File: config.mk
export PLATFORM = sky130hd
export DESIGN_NAME = mem_port_arbiter
export DESIGN_NICKNAME = d
export VERILOG_FILES = /design/src/rtl/mem_port_arbiter.sv
export SDC_FILE = /design/constraint.sdc
export NUM_CORES = 1
export LEC_CHECK = 0
export ABC_AREA = 1
export CORE_AREA = 10 10 113 115
export CTS_CLUSTER_SIZE = 12
export DETAILED_ROUTE_END_ITERATION = 12
export DIE_AREA = 0 0 123 125
export GPL_TIMING_DRIVEN = 0
export PLACE_DENSITY = 0.77
export SLEW_MARGIN = 20
export SYNTH_ARGS = -nofsm -noshare
export SYNTH_HDL_FRONTEND = slang
export SYNTH_SLANG_ARGS = --single-unit
File: constraint.sdc
create_clock -name i_clk -period 5.1 [get_ports i_clk]
set_input_delay 1.53 -clock i_clk [delete_from_list [all_inputs] [get_ports i_clk]]
set_output_delay 1.53 -clock i_clk [all_outputs]
set_load 0.01 [all_outputs]
File: src/rtl/mem_port_arbiter.sv
// Round-robin arbiter sharing the memory controller data port between two masters, with bounded locking.
// Grant and o_mem_* are combinational (0-cycle); read data returns 1 cycle later; a losing master holds req until granted.
module mem_port_arbiter #(
  parameter int LOCK_MAX = 4
) (
  input  logic        i_clk,
  input  logic        i_rst_n,
  input  logic        i_m0_req,
  input  logic [31:0] i_m0_addr,
  input  logic [31:0] i_m0_wdata,
  input  logic [1:0]  i_m0_width,
  input  logic        i_m0_we,
  input  logic        i_m0_zeroextend,
  input  logic        i_m0_lock,
  output logic        o_m0_gnt,
  output logic        o_m0_rvalid,
  output logic [31:0] o_m0_rdata,
  input  logic        i_m1_req,
  input  logic [31:0] i_m1_addr,
  input  logic [31:0] i_m1_wdata,
  input  logic [1:0]  i_m1_width,
  input  logic        i_m1_we,
  input  logic        i_m1_zeroextend,
  input  logic        i_m1_lock,
  output logic        o_m1_gnt,
  output logic        o_m1_rvalid,
  output logic [31:0] o_m1_rdata,
  output logic [31:0] o_mem_addr,
  output logic [31:0] o_mem_wdata,
  output logic [1:0]  o_mem_width,
  output logic        o_mem_we,
  output logic        o_mem_read_en,
  output logic        o_mem_zeroextend,
  input  logic [31:0] i_mem_rdata
);

  localparam int CW = $clog2(LOCK_MAX + 1);
  localparam logic [CW-1:0] HOLD_MAX = CW'(LOCK_MAX);

  logic          last_q, last_d;
  logic          lock_flag_q, lock_flag_d;
  logic [CW-1:0] hold_cnt_q, hold_cnt_d;
  logic          rd_pend_q, rd_pend_d;
  logic          rd_owner_q, rd_owner_d;

  logic keep_last;
  logic sel;
  logic accept;
  logic sel_we;

  always_comb begin
    keep_last = lock_flag_q && (hold_cnt_q < HOLD_MAX);
    sel = 1'b0;
    if (i_m0_req && i_m1_req) begin
      sel = keep_last ? last_q : ~last_q;
    end else if (i_m1_req) begin
      sel = 1'b1;
    end
    // Grants are forced low while reset is held.
    accept   = i_rst_n && (i_m0_req || i_m1_req);
    o_m0_gnt = accept && !sel;
    o_m1_gnt = accept && sel;
    sel_we   = sel ? i_m1_we : i_m0_we;
  end

  always_comb begin
    o_mem_addr       = '0;
    o_mem_wdata      = '0;
    o_mem_width      = '0;
    o_mem_we         = 1'b0;
    o_mem_read_en    = 1'b0;
    o_mem_zeroextend = 1'b0;
    if (accept) begin
      o_mem_addr       = sel ? i_m1_addr : i_m0_addr;
      o_mem_wdata      = sel ? i_m1_wdata : i_m0_wdata;
      o_mem_width      = sel ? i_m1_width : i_m0_width;
      o_mem_zeroextend = sel ? i_m1_zeroextend : i_m0_zeroextend;
      o_mem_we         = sel_we;
      o_mem_read_en    = !sel_we;
    end
  end

  always_comb begin
    last_d      = last_q;
    lock_flag_d = lock_flag_q;
    hold_cnt_d  = hold_cnt_q;
    rd_pend_d   = 1'b0;
    rd_owner_d  = rd_owner_q;
    if (accept) begin
      last_d      = sel;
      lock_flag_d = sel ? i_m1_lock : i_m0_lock;
      if (sel == last_q) begin
        hold_cnt_d = (hold_cnt_q == HOLD_MAX) ? hold_cnt_q : hold_cnt_q + 1'b1;
      end else begin
        hold_cnt_d = CW'(1);
      end
      if (!sel_we) begin
        rd_pend_d  = 1'b1;
        rd_owner_d = sel;
      end
    end
  end

  // last resets to master 1 so master 0 wins the first contention.
  always_ff @(posedge i_clk or negedge i_rst_n) begin
    if (!i_rst_n) begin
      last_q      <= 1'b1;
      lock_flag_q <= 1'b0;
      hold_cnt_q  <= '0;
      rd_pend_q   <= 1'b0;
      rd_owner_q  <= 1'b0;
    end else begin
      last_q      <= last_d;
      lock_flag_q <= lock_flag_d;
      hold_cnt_q  <= hold_cnt_d;
      rd_pend_q   <= rd_pend_d;
      rd_owner_q  <= rd_owner_d;
    end
  end

  always_comb begin
    o_m0_rvalid = rd_pend_q && !rd_owner_q;
    o_m1_rvalid = rd_pend_q && rd_owner_q;
    o_m0_rdata  = o_m0_rvalid ? i_mem_rdata : '0;
    o_m1_rdata  = o_m1_rvalid ? i_mem_rdata : '0;
  end

endmodule

After elaboration in Yosys (flattened, before gate mapping)
Cells that the tools add are included.
{"block": "word_totals", "out_inout_bits": 137, "register_bits": 7}
{"block": "classes", "n_eq_ne": 3, "n_addsub": 1, "bitwise": 2, "mux": 21, "n_reduce_logical": 13, "n_lt_le_gt_ge": 1}
{"operator": "$mux 32", "n": 6}
{"operator": "$mux 1", "n": 11}
{"operator": "$logic_and 1x1->1", "n": 7}
{"operator": "$mux 3", "n": 2}
{"operator": "$mux 2", "n": 2}
{"operator": "$reduce_and 2->1", "n": 2}
{"operator": "$add 3x1->3 const B", "n": 1}
{"operator": "$eq 3x3->1 const B", "n": 1}
{"operator": "$logic_not 1->1", "n": 3}
{"operator": "$lt 3x3->1 const B", "n": 1}
{"operator": "$ne 2x2->1 const B", "n": 1}
{"operator": "$not 1->1", "n": 2}
{"operator": "$eq 1x1->1", "n": 1}
{"operator": "$logic_or 1x1->1", "n": 1}

Longest topological paths before layout
Gate-level depths: netlist (run 1).
{"block": "logic_depth", "ltp_word": 7, "depth_mapped": 11, "depth_no_buf": 10}

Worst setup path before layout (run 1)
Ideal clock, no wire load.
{"block": "synth_timing", "path_type": "in2out", "from": "input i_m1_req", "to": "output o_mem_addr[0]", "required_ps": 3570, "setup_slack_ps": 1117, "cell_stages": 6, "path_buffers": 2, "arrival_ps": 2453, "path_cell_list": "o21ai_1 nor2_4 buf_4 buf_6 nand2_1 nand2_1"}
{"block": "synth_via", "elab_chain_cells": 4}
{"element": "start, declared", "line": "18", "text": "input logic i_m1_req,"}
{"element": "$mux 1 or $logic_and 1x1->1 (tied branches)", "line": "56, 54"}
{"element": "$mux 1", "line": "54", "text": "if (i_m0_req && i_m1_req) begin"}
{"element": "$mux 32", "line": "74", "text": "o_mem_addr = sel ? i_m1_addr : i_m0_addr;"}
{"element": "$mux 32 (*)", "line": "73", "text": "if (accept) begin"}
{"element": "end, declared", "line": "28", "text": "output logic [31:0] o_mem_addr,"}
Mark *: on every way between the ends. The rest lies on a longest branch, timed or not.

Worst setup path after layout (run 1)
{"block": "layout_timing", "from": "input i_m0_req", "to": "output o_mem_addr[19]"}
{"block": "layout_via", "elab_chain_cells": 4}
{"element": "start, declared", "line": "8", "text": "input logic i_m0_req,"}
{"element": "$logic_and 1x1->1", "line": "54"}
{"element": "$mux 1", "line": "54"}
{"element": "$mux 32", "line": "74"}
{"element": "$mux 32 (*)", "line": "73"}
Marked as above.

==> results of run 1 <==
[flip-flops by register name, summed over array words and instances (netlist names)]
name	flops
rd_pend_q	1
last_q	1
lock_flag_q	1
rd_owner_q	1
hold_cnt_q	3
[per-stage QoR]
step	TNS (ns)	instance area (um^2)	util [%]	total power (uW)	std cells
CTS	-0.0446	5020	47.4	670	835
detailed placement	-18.46	4950	46.7	591	829
global placement	-17.47	4950	46.7	588	829
floorplan	0	1670	-	261	379
finish	0	5070	47.8	669	838
global route	0	5070	47.8	724	838
[area by class of cell]
| cell class | count | area (um^2) |
|---|---|---|
| fillers | 1094 | 5530 |
| repair buffers | 315 | 3140 |
| clock buffers | 4 | 45.0 |
| multi-input cells | 308 | 1230 |
| plain buffers | 20 | 140 |
| flip-flops and latches | 7 | 176 |
| well taps | 140 | 175 |
| inverters | 44 | 165 |
[per-layer routing]
metal | vias up | global-route usage (%) | share of wire, %
met5 | - | 0 | 0
li1 | 1730 | - | -
met4 | 0 | 2.47 | 0.91
met3 | 8 | 7.11 | 14
met1 | 1390 | 15.7 | 35
met2 | 196 | 29.6 | 50
[synth_stat cells (2+ instances only)]
master    instances
inv_1            41
nand2_1         222
inv_2             3
ha_1              2
nor2_1           66
dfrtp_1           6
nand3_1           8
nor2_4            2
clkbuf_1          7
buf_2            11
nand4_1           2
[cells in the final DEF (no fill, tap or decap), types with 2 or more instances in the layout]
| cell type | n |
|---|---|
| inv_2 | 3 |
| clkbuf_1 | 7 |
| clkbuf_8 | 3 |
| nand2_1 | 222 |
| clkdlybuf4s50_1 | 294 |
| inv_1 | 41 |
| buf_6 | 4 |
| nor2_1 | 66 |
| dlygate4sd2_1 | 15 |
| ha_1 | 2 |
| nor2_4 | 2 |
| buf_4 | 9 |
| clkbuf_4 | 4 |
| nand4_1 | 2 |
| nand3_1 | 8 |
| dfrtp_1 | 6 |
[power groups by stage]
stage / registers, uW / logic (uW) / clock network [uW]
detailed placement: 84.8 / 506 / 0
global placement: 84.5 / 503 / 0
floorplan: 81.9 / 179 / 0
CTS: 84.1 / 508 / 78.6
global route: 87.3 / 553 / 83.8
finish: 84.6 / 507 / 77.6
[cell families after synthesis]
group / after synthesis / share of synthesized area, %
buffers and inverters: 64 / 15.9
AOI/OAI and AO/OA: 3 / 1.05
and+or+nand+nor: 302 / 70.5
adders and majority gates: 2 / 1.50
DFF: 7 / 10.6
xor gates and xnor gates: 1 / 0.524
[timing repair]
item / 4_1_cts / 5_1_grt
buffers inserted: 2 / 3
hold buffers: 0 / 0
pin swaps: 2 / 3
endpoints found under the setup margin: 69 / 53
hold endpoints to repair: 0 / 0
resized for setup: 26 / 7
[worst min-delay path by stage]
stage	to	slack [ns]	depth (start not counted)
finish	hold_cnt_q[1]	0.51	2
floorplan	rd_owner_q	0.46	2
detailed placement	rd_owner_q	0.50	2
global route	last_q	0.54	2
CTS	rd_owner_q	0.51	2
global placement	hold_cnt_q[1]	0.49	2
[critical path: stages]
cell and delay (ns):
clkdlybuf4s50_1 0.52, nand3_2 0.14, nand2_4 0.12, inv_2 0.05
nor2_4 0.09, buf_12 0.13, buf_6 0.12, buf_4 0.12
nand2_1 0.04, nand2_1 0.05, clkdlybuf4s50_1 0.53
==> key figures, run 1 <==
CTS
  – TritonCTS clock tree: built
  – Clock Path Buffers: 2
  – Clock sink count: 7
  – Clock H-tree levels: 1
  – Clock transition at the registers of the reported paths: roughly 0.040 ns
  – CTS root buf: clkbuf_8
  – Clk_lat worst skew: 0.23 ns
  – Total CTS buffers: 3

Detailed routing
  – Drt wl/cell: 16.1 um
  – DR vias/cell: between 3 and 4
  – Residual DRC: 0
  – Via count: 3324
  – Routed Antenna Nets: 0
  – DRT iter0 DRCs: ~120
  – WL final: between 10000 and 15000 um
  – Drt first pass iters: 4

Hold path
  – Hold path startpoint: hold_cnt_q[1]
  – Worst min path class: flop to flop

GRT
  – Vias in the first global route: 3320
  – Initial antenna violation count: 0
  – Total GRT Usage: around 16%
  – First-pass GRT wire length: 19300 um
  – Pin count of the biggest net entering global routing: 11
  – Remaining Overflow, GRT: 0

Pwr
  – Sw Share: between 30% and 40%
  – Seq pwr share: around an eighth
  – NetSw: roughly 250 uW
  – Internal power: ~420 uW
  – Combinational group share of total power: 75.8%
  – PD cells: roughly 130 nW/um^2
  – Clock power frac: 11.6%
  – Peak supply drop: 0.0825 mV
  – Cell leakage power: ~0.0025 uW

Floorplanning
  – Die area: around 15000 um^2
  – Die height: around 130 um
  – I/O pins: about 310
  – Core Region: 10600 um^2
  – Chip width: 123 um
  – Initial Util: between 10% and 20%
  – Std-Cell Rows: 38

Yosys
  – Syn Nets: between 500 and 600
  – Syn Area/Cell: between 4 and 5 um^2
  – Yosys cell types: 20
  – Seq/Total Area, Yosys: between 10% and 20%
  – Area leader, netlist: nand2_1
  – Yosys warns: 0
  – Post-synth EDFFs: 0
  – Synthesized instance count: approximately 380
  – Synth Flop Type: dfrtp_1
  – Asr flop ratio synth: 100%
  – #FFs+latches synth: 7
  – Mapped cell area: around 1700 um^2
  – Main area contributors after synthesis: nand2_1 (50%), nor2_1 (15%), inv_1 (9.2%)
  – Share of the synthesized area in the top cell type: between 40% and 50%

Layout
  – Area Growth Syn to Fin: 204%
  – # nets final: just under 900
  – Share of cells above drive strength 1: 4.44%
  – ANT cells: 0

Timing
  – Hold Violations, Final: 0
  – RSZ-0062 raised after global routing: false
  – Slew at the pin closest to its max-slew limit: just over 0.6 ns
  – Max-slew violations: 0
  – Final setup viols: 0
  – Highest clock rate: 0.201 GHz
  – Fin crit share: 97.7%
  – Hold_ws: 0.514 ns
  – Final WS setup: around 0.12 ns
  – Final Critical Period: 4.98 ns
  – Slew headroom: between 50% and 60%
  – Skew final: 0.00186 ns

Worst setup path
  – CP required: roughly 3.6 ns
  – CP Capture Type: primary output
  – Critical Path Sink: o_mem_addr[19]
  – Flop2flop setup slack: roughly 3.4 ns
  – Reg2reg end: rd_owner_q
  – Critical R2R Launch: last_q
  – Worst Setup SP: i_m0_req
  – Worst-path maximum fanout: 7
  – Data arrival time of the worst path: 3.45 ns
  – R2R depth: 8
  – Kind of critical path: input pin to primary output
  – Worst setup SP type: input pin

Placed design
  – DP Wirelength: 12100 um
  – Place WS: -0.390 ns
  – GP Congestion: ~0.84
  – Input/output buffers: slightly above 300

Run status
  – Status: finished, final reports clean

Run
  – Max Cap Viol: 0
(Power assumes the default switching activity.)
==> run 2, diff against run 1 <==
--- a/config.mk
+++ b/config.mk
@@ -6,12 +6,12 @@
 export NUM_CORES = 1
 export LEC_CHECK = 0
 export ABC_AREA = 1
-export CORE_AREA = 10 10 113 115
+export CORE_AREA = 2 2 121 123
 export CTS_CLUSTER_SIZE = 12
 export DETAILED_ROUTE_END_ITERATION = 12
 export DIE_AREA = 0 0 123 125
 export GPL_TIMING_DRIVEN = 0
-export PLACE_DENSITY = 0.77
+export PLACE_DENSITY = 0.63
 export SLEW_MARGIN = 20
 export SYNTH_ARGS = -nofsm -noshare
 export SYNTH_HDL_FRONTEND = slang
==> key figures, run 2 (synthesis gave the netlist of run 1 again) <==
Layout
  – Post-layout util: 36.7% (was 47.8%)
  – ANT cells: 0 (unchanged)
  – Share of cells above drive strength 1: 4.58% (was 4.44%)
  – # nets final: 876 (was 875)
  – Final Non-Filler Cells: 883 (was 838)
  – Commonest non-fill, non-tap cells in the layout: clkdlybuf4s50_1 (283), nand2_1 (222), nor2_1 (66) (was clkdlybuf4s50_1 (294), nand2_1 (222), nor2_1 (66))
  – Most common cell after layout, fill and taps aside: clkdlybuf4s50_1 (unchanged)
  – Largest register by flop count: hold_cnt_q (unchanged)
  – Area Growth Syn to Fin: 212% (was 204%)
  – Largest register FFs: 3 (unchanged)

Worst setup path
  – CP cell instances: clkdlybuf4s50_1, nand3_2, nand2_4, inv_2, nor2_4, buf_12, clkbuf_4, nand2_1, nand2_1, clkdlybuf4s50_1 (was clkdlybuf4s50_1, nand3_2, nand2_4, inv_2, nor2_4, buf_12, buf_6, buf_4, nand2_1, nand2_1, clkdlybuf4s50_1)
  – CP max stage cell: clkdlybuf4s50_1 (unchanged)
  – CP peak stage delay: 0.55 ns (was 0.53 ns)
  – Cell family with the largest share of critical-path delay: buffers and inverters (unchanged)
  – Kind of critical path: input pin to primary output (unchanged)
  – Worst setup SP type: input pin (unchanged)
  – Data arrival time of the worst path: 3.48 ns (was 3.45 ns)
  – CP Capture Type: primary output (unchanged)
  – CP required: 3.57 ns (about the same)
  – Worst path buffer plus inverter count: 5 (was 6)
  – Worst-path maximum fanout: 10 (was 7)

Placed design
  – Cells after DPL: 873 (was 829)
  – Input/output buffers: 310 (unchanged)
  – GP Congestion: 0.825 (was 0.843)
  – DP Wirelength: 10200 um (was 12100 um)

Hold path
  – Worst min path class: flop to flop (unchanged)

Detailed routing
  – Residual DRC: 0 (unchanged)
  – DR vias/cell: 3.75 (was 3.97)
  – Via count: 3308 (was 3324)
  – Drt first pass iters: 4 (unchanged)
  – Drt wl/cell: 13.1 um (was 16.1 um)
  – Routed Antenna Nets: 0 (unchanged)
  – DRT iter0 DRCs: 59 (was 122)
  – WL final: 11600 um (was 13500 um)

GRT
  – Pin count of the biggest net entering global routing: 11 (unchanged)
  – Vias in the first global route: 3144 (was 3320)
  – Busiest layer in global routing: met2 (unchanged)
  – First-pass GRT wire length: 16500 um (was 19300 um)
  – M2 GR Usage: 25.6% (was 29.6%)
  – Total GRT Usage: 13.7% (was 15.8%)
  – GR Layer Usage met1: 15.7% (about the same)
  – Grt met3 use: 3.24% (was 7.11%)
  – Remaining Overflow, GRT: 0 (unchanged)
  – Initial antenna violation count: 0 (unchanged)

CTS
  – CTS root buf: clkbuf_16 (was clkbuf_8)
  – Total CTS buffers: 3 (unchanged)
  – Clock H-tree levels: 1 (unchanged)
  – Clock Path Buffers: 2 (unchanged)
  – Clock transition at the registers of the reported paths: 0.03 ns (was 0.04 ns)
  – TritonCTS clock tree: built (unchanged)
  – Clk_lat worst skew: 0.23 ns (about the same)
  – Clock sink count: 7 (unchanged)

Floorplanning
  – Die area: 15400 um^2 (unchanged)
  – I/O pins: 311 (unchanged)
  – Std-Cell Rows: 44 (was 38)
  – Core Region: 14200 um^2 (was 10600 um^2)
  – Die height: 125 um (unchanged)
  – Chip width: 123 um (unchanged)
  – Initial Util: 11.8% (was 15.8%)

Timing
  – Skew final: 0.000356 ns (was 0.00186 ns)
  – Hold Violations, Final: 0 (unchanged)
  – Final Critical Period: 5.01 ns (was 4.98 ns)
  – Final setup viols: 0 (unchanged)
  – Slew at the pin closest to its max-slew limit: 0.562 ns (was 0.619 ns)
  – Slew headroom: 62.5% (was 58.8%)
  – Max-slew violations: 0 (unchanged)
  – Fin crit share: 98.3% (was 97.7%)
  – Highest clock rate: 0.199 GHz (was 0.201 GHz)

Run
  – Max Cap Viol: 0 (unchanged)

Pwr
  – PD cells: 139 nW/um^2 (was 132 nW/um^2)
  – Cell leakage power: 0.00277 uW (was 0.00249 uW)
  – Peak supply drop: 0.104 mV (was 0.0825 mV)

Run status
  – Status: finished, final reports clean (unchanged)
run 2: cell count changes in the layout (fill, tap and decap cells not counted), sizes merged:
| cell | before | now |
|---|---|---|
| buf | 14 | 16 |
| clkdlybuf4s15 | 0 | 1 |
| dlymetal6s2s | 1 | 19 |
| clkbuf | 15 | 14 |
| clkdlybuf4s50 | 294 | 283 |
| dlygate4sd2 | 15 | 7 |
run 2: path summary, 6_finish.rpt:
kind / startpoint / endpoint / slack [ns] / cells past startpoint
max: i_m0_req / o_mem_wdata[21] / 0.09 / 10
min: hold_cnt_q[1] / hold_cnt_q[1] / 0.51 / 2
max reg2reg: last_q / lock_flag_q / 3.50 / 10
min reg2reg: hold_cnt_q[1] / hold_cnt_q[1] / 0.51 / 2
max in group asynchronous: i_rst_n / last_q / 3.50 / 1
min in group asynchronous: i_rst_n / hold_cnt_q[2] / 1.29 / 1
run 2: timing repair:
| action | CTS | global route |
|---|---|---|
| hold buffers | 0 | 0 |
| pin swaps | 2 | 2 |
| endpoints found under the setup margin | 70 | 56 |
| buffers inserted | 4 | 2 |
| resized for setup | 13 | 27 |
| endpoints found under the hold margin | 0 | 0 |
run 2: layout make-up:
class	instances	area (um^2)
fill	1566	8980
multi-input combinational	308	1230
timing repair buffer	316	3210
sequential	7	176
buffer	20	124
tap	184	230
inverter	44	165
clock buffer	4	78.8
run 2: power by group:
part	internal [uW]	leakage [uW]	switching (uW)
combinational	295	0.00264	215
sequential	70.8	0.0000872	14.0
clock	104	0.0000382	27.6
total	469	0.00277	256
run 2: routing by layer:
metal	part of all wire [%]	vias up	wire, um
li1	-	1738	-
met1	39	1368	4520
met2	50	194	5780
met3	10	8	1190
met4	1.1	0	124
met5	0	-	0
run 2: metrics by stage:
stage	total power (uW)	TNS, ns	hold slack [ns]	setup slack [ns]	cell area (um^2)
CTS	734	0	0.507	0.00918	5140
global placement	589	-23.05	0.496	-0.487	5000
floorplan	261	0	0.464	1.12	1670
detailed placement	593	-25.52	0.502	-0.531	5000
global route	778	-0.00498	0.535	-0.00242	5220
finish	726	0	0.509	0.0858	5220
run 2: tightest hold or removal path, delay by kind of cell (launching register included):
family / cells / cell delay (ns)
AND/OR/NAND/NOR: 2 / 0.12
flip-flops: 1 / 0.36
==> run 3, diff against run 2 <==
--- a/config.mk
+++ b/config.mk
@@ -10,6 +10,7 @@
 export CTS_CLUSTER_SIZE = 12
 export DETAILED_ROUTE_END_ITERATION = 12
 export DIE_AREA = 0 0 123 125
+export GPL_ROUTABILITY_DRIVEN = 0
 export GPL_TIMING_DRIVEN = 0
 export PLACE_DENSITY = 0.63
 export SLEW_MARGIN = 20
==> results of run 3 <==
No change in the layout: final DEF, timing and power equal those of run 2.
==> RTL change 1: new RTL, settings of run 1 <==
Set the parameter `LOCK_MAX` to 8 (it was 4).
--- a/src/rtl/mem_port_arbiter.sv
+++ b/src/rtl/mem_port_arbiter.sv
@@ -3,3 +3,3 @@
 module mem_port_arbiter #(
-  parameter int LOCK_MAX = 4
+  parameter int LOCK_MAX = 8
 ) (
Function: changed (a bounded check fails within 10 cycles, from zero or initial values and one cycle with i_rst_n low).
==> RTL change 1 against run 1 <==
Cell area increased by 1.5%; non-clock buffer count increased by 1; via count increased by 1.2%; wire length increased by 3.7%; setup slack improved by 280 ps; final cell count increased by 1.1%; global-route usage increased by 0.42 points; sequential cell count increased by 1; register-to-register slack about the same; total power decreased by 2.0%; count of clock-buffer cells in the layout unchanged; synthesized area increased by 2.8%.
==> RTL change 1: results (changes against run 1) <==
metric;value;unit;change
synth warn;0;;unchanged
Yosys cell types;20;;unchanged
dpl cell area;4990;sq um;was 4950 sq um
Total Nets Final;884;;was 875
GP Congestion;0.860;;was 0.843
post-synthesis sequential area ratio;0.117;;was 0.106
ratio of cells with drive above 1 in the final layout;0.0453;;was 0.0444
cell-internal power;415;uW;was 417 uW
initial antenna violation count;0;;unchanged
RR Startpoint;last_q$_DFFE_PN1P_;;unchanged
Worst-Margin Slew;512;ps;was 619 ps
Filler Cell Count;1072;;was 1094
CTS clock-pin slew for the worst setup and hold paths;40;ps;about the same
R2R Path End;rd_owner_q$_DFFE_PN0P_;;unchanged
Hold Path Depth;2;;unchanged
TritonCTS buffer count;3;;unchanged
dpl hpwl;12500;microns;was 12100 microns
worst hold slack;506;ps;was 514 ps
hold path start;rd_owner_q$_DFFE_PN0P_;;was hold_cnt_q[1]$_DFFE_PN0P_
Worst Hold Class;flip-flop to flip-flop;;unchanged
Port Buffers;310;;unchanged
flop2flop setup slack;3440;ps;about the same
worst r2r path cells;9;;was 8
CTS Buffer Depth;2;;unchanged
max reg flops;4;;was 3
status;finished, final reports clean;;unchanged
total number of vias;3365;;was 3324
Largest Register;hold_cnt_q;;unchanged
worst skew pair latency;230;ps;about the same
DRT iter0 DRCs;111;;was 122
pre-CTS setup slack;-500;ps;was -390 ps
hold endpoint;rd_owner_q$_DFFE_PN0P_;;was hold_cnt_q[1]$_DFFE_PN0P_
ant diodes;0;;unchanged
pin count of the biggest net entering global routing;11;;unchanged
CTS root buffer;clkbuf_8;;unchanged
first-pass GRT wire length;19600;microns;was 19300 microns
cell leakage power;0.00253;uW;was 0.00249 uW
Residual DRC;0;;unchanged
Worst Skew;5.25;ps;was 1.86 ps
Synth async-reset ratio;1.00;;unchanged
drt total wl;14000;microns;was 13500 microns
maximum vdd drop;0.0746;mV;was 0.0825 mV
GRT Total Usage;0.162;;was 0.158
Top FF cell, synth;dfrtp_1;;unchanged
H-tree depth;1;;unchanged
worst-path maximum fanout;9;;was 7
worst path arrival time;3170;ps;was 3450 ps
top post-synthesis cells by count;nand2_1, nor2_1, inv_1;;unchanged
top cells by area, synth;nand2_1, nor2_1, dfrtp_1, inv_1, buf_2;;was nand2_1, nor2_1, inv_1, dfrtp_1, buf_2
DRT Pass-1 Iters;4;;unchanged
Synth Net Count;563;;was 555
==> RTL change 1: layer usage <==
layer | track usage | vias up | part of all wire
met3 | 0.0788 | 8 | 0.14
met2 | 0.305 | 206 | 0.50
met5 | 0 | - | 0
li1 | - | 1761 | -
met4 | 0.0288 | 0 | 0.011
met1 | 0.156 | 1390 | 0.34
==> RTL change 1: worst max path at each step <==
stage / startpoint / to / slack (ps) / cells after the start
global placement: i_rst_n / o_mem_wdata[8] / -460 / 7
finish: i_rst_n / o_mem_addr[31] / 400 / 8
floorplan: i_m1_req / o_mem_addr[0] / 1180 / 6
CTS: i_m0_req / o_mem_addr[15] / -20 / 9
detailed placement: i_rst_n / o_mem_wdata[8] / -500 / 7
global route: i_rst_n / o_mem_addr[1] / 280 / 8
==> RTL change 1: cells by family after synthesis <==
kind of cell / share of synthesized area
AO/OA/AOI/OAI: 0.0102
AND/OR/NAND/NOR: 0.690
XOR/XNOR: 0.0102
buffers and inverters: 0.157
adder cells (fa/ha/maj): 0.0146
flip-flops: 0.117
==> RTL change 1: final cells by class <==
class	count	area, sq um	area share
clock buffers	4	45.0	0.00875
inverters	45	169	0.0328
repair buffers	316	3150	0.613
plain buffers	20	141	0.0275
flip-flops and latches	8	201	0.0392
well taps	140	175	0.0340
multi-input cells	314	1260	0.245
==> RTL change 1: worst max-delay path, stage by stage <==
cell	delay, ps
clkbuf_2	240
o21ai_2	180
nor2_4	250
buf_6	170
buf_4	110
nand2_1	40
nand2_1	80
clkdlybuf4s50_1	570
==> RTL change 1: power by group through the flow <==
stage	Clock [uW]	Sequential, uW	Combinational (uW)
2_1_floorplan	0	86.2	160
3_5_place_dp	0	90.0	478
3_3_place_gp	0	89.2	474
4_1_cts	83.6	89.6	486
6_report	81.5	89.5	485
5_1_grt	87.4	91.1	524
==> RTL change 1: through the flow <==
step | TNS, ps | cells
after floorplan | 0 | 387
after global placement | -25500 | 837
after detailed placement | -28420 | 837
after global routing | 0 | 847
final | 0 | 847
after CTS | -34.4 | 846
==> RTL change 1: repair_timing <==
action / 4_1_cts / 5_1_grt
setup buffers: 5 / 1
setup endpoints to repair: 70 / 61
pin swaps: 3 / 2
cloned: 0 / 0
gates resized for setup: 18 / 15
==> RTL change 2: new RTL, config.mk and constraints of run 1 <==
Without the edit above. Reset style: synchronous (`i_rst_n`), changed in one clocked block.
--- a/src/rtl/mem_port_arbiter.sv
+++ b/src/rtl/mem_port_arbiter.sv
@@ -104,3 +104,3 @@
   // last resets to master 1 so master 0 wins the first contention.
-  always_ff @(posedge i_clk or negedge i_rst_n) begin
+  always_ff @(posedge i_clk) begin
     if (!i_rst_n) begin
Check against the original RTL: differs if i_rst_n is asserted again (counterexample within 4 cycles, from zero or initial values and one cycle with i_rst_n low); with i_rst_n held inactive, the same outputs for 10 cycles.
==> RTL change 2 against run 1 <==
Synthesized cell count down 34%; synthesized area is 9.9% lower; via count shrank 10%; wire length barely moved; total power fell by 14%; sequential cell count unchanged; setup slack lost 27 ps; die area did not move; cell area fell by 3.8%; critical path type unchanged; largest cell class unchanged.
==> RTL change 2: results (changes against run 1) <==
metric;value;unit;change
status;finished, final reports clean;;unchanged
Worst-Margin Slew;461;ps;was 619 ps
fin cells;706;;was 838
Hold Path Depth;2;;unchanged
Max-cap violations;0;;unchanged
first-pass GRT wire length;19000;microns;was 19300 microns
top cells by area, synth;a22o_1, nor2_1, inv_1, dfxtp_1, nand2_1;;was nand2_1, nor2_1, inv_1, dfrtp_1, buf_2
pre-CTS setup slack;-138;ps;was -390 ps
DRT iter0 DRCs;134;;was 122
met3 wire length;1070;microns;was 1860 microns
DRT Pass-1 Iters;6;;was 4
top post-synthesis cells by count;a22o_1, nor2_1, inv_1;;was nand2_1, nor2_1, inv_1
Synth Area in Compound Gates;0.424;;was 0.0105
hold path start;rd_owner_q$_SDFFE_PN0P_;;was hold_cnt_q[1]$_DFFE_PN0P_
Filler Cell Count;1039;;was 1094
worst r2r path cells;12;;was 8
ratio of cells with drive above 1 in the final layout;0.0442;;was 0.0444
CP max stage delay;580;ps;was 530 ps
cell leakage power;0.00217;uW;was 0.00249 uW
flop2flop setup slack;3590;ps;was 3440 ps
maximum vdd drop;0.144;mV;was 0.0825 mV
Global Route met3 Usage;0.0369;;was 0.0711
cell-internal power;386;uW;was 417 uW
GP Congestion;0.871;;was 0.843
Avg WL per Cell;19.1;microns;was 16.1 microns
Comb pwr share;0.752;;was 0.758
Max Freq;200;MHz;was 201 MHz
RR Startpoint;hold_cnt_q[2]$_SDFFE_PN0P_;;was last_q$_DFFE_PN1P_
Clock Power Share;0.133;;was 0.116
post-synthesis sequential area ratio;0.0931;;was 0.106
Via-to-Cell Ratio;4.23;;was 3.97
Synth Net Count;427;;was 555
dpl hpwl;12100;microns;about the same
M1 WL;4860;microns;was 4730 microns
critical path capture point;o_mem_wdata[1];;was o_mem_addr[19]
DP Cell Count;701;;was 829
Synth async-reset ratio;0;;was 1.00
Worst Skew;2.67;ps;was 1.86 ps
worst path arrival time;3480;ps;was 3450 ps
worst-path maximum fanout;10;;was 7
Syn Inst Count;251;;was 379
==> RTL change 2: stage by stage <==
step                power [uW]  setup TNS, ps
floorplan                  210              0
global placement           491           -565
detailed placement         498          -1040
CTS                        578              0
global route               613          -16.8
finish                     576              0
==> RTL change 2: layout make-up <==
| type | instances | area [sq um] | share of cell area |
|---|---|---|---|
| sequential | 7 | 140 | 0.0287 |
| buffer | 20 | 139 | 0.0285 |
| inverter | 49 | 184 | 0.0377 |
| tap | 140 | 175 | 0.0359 |
| timing repair buffer | 311 | 3130 | 0.642 |
| multi-input combinational | 175 | 1060 | 0.218 |
| clock buffer | 4 | 45.0 | 0.00924 |
==> RTL change 2: timing repair <==
item,CTS,global route
setup endpoints to repair,27,23
gates cloned,0,0
pin swaps,0,0
setup buffers,0,1
gates resized for setup,6,9
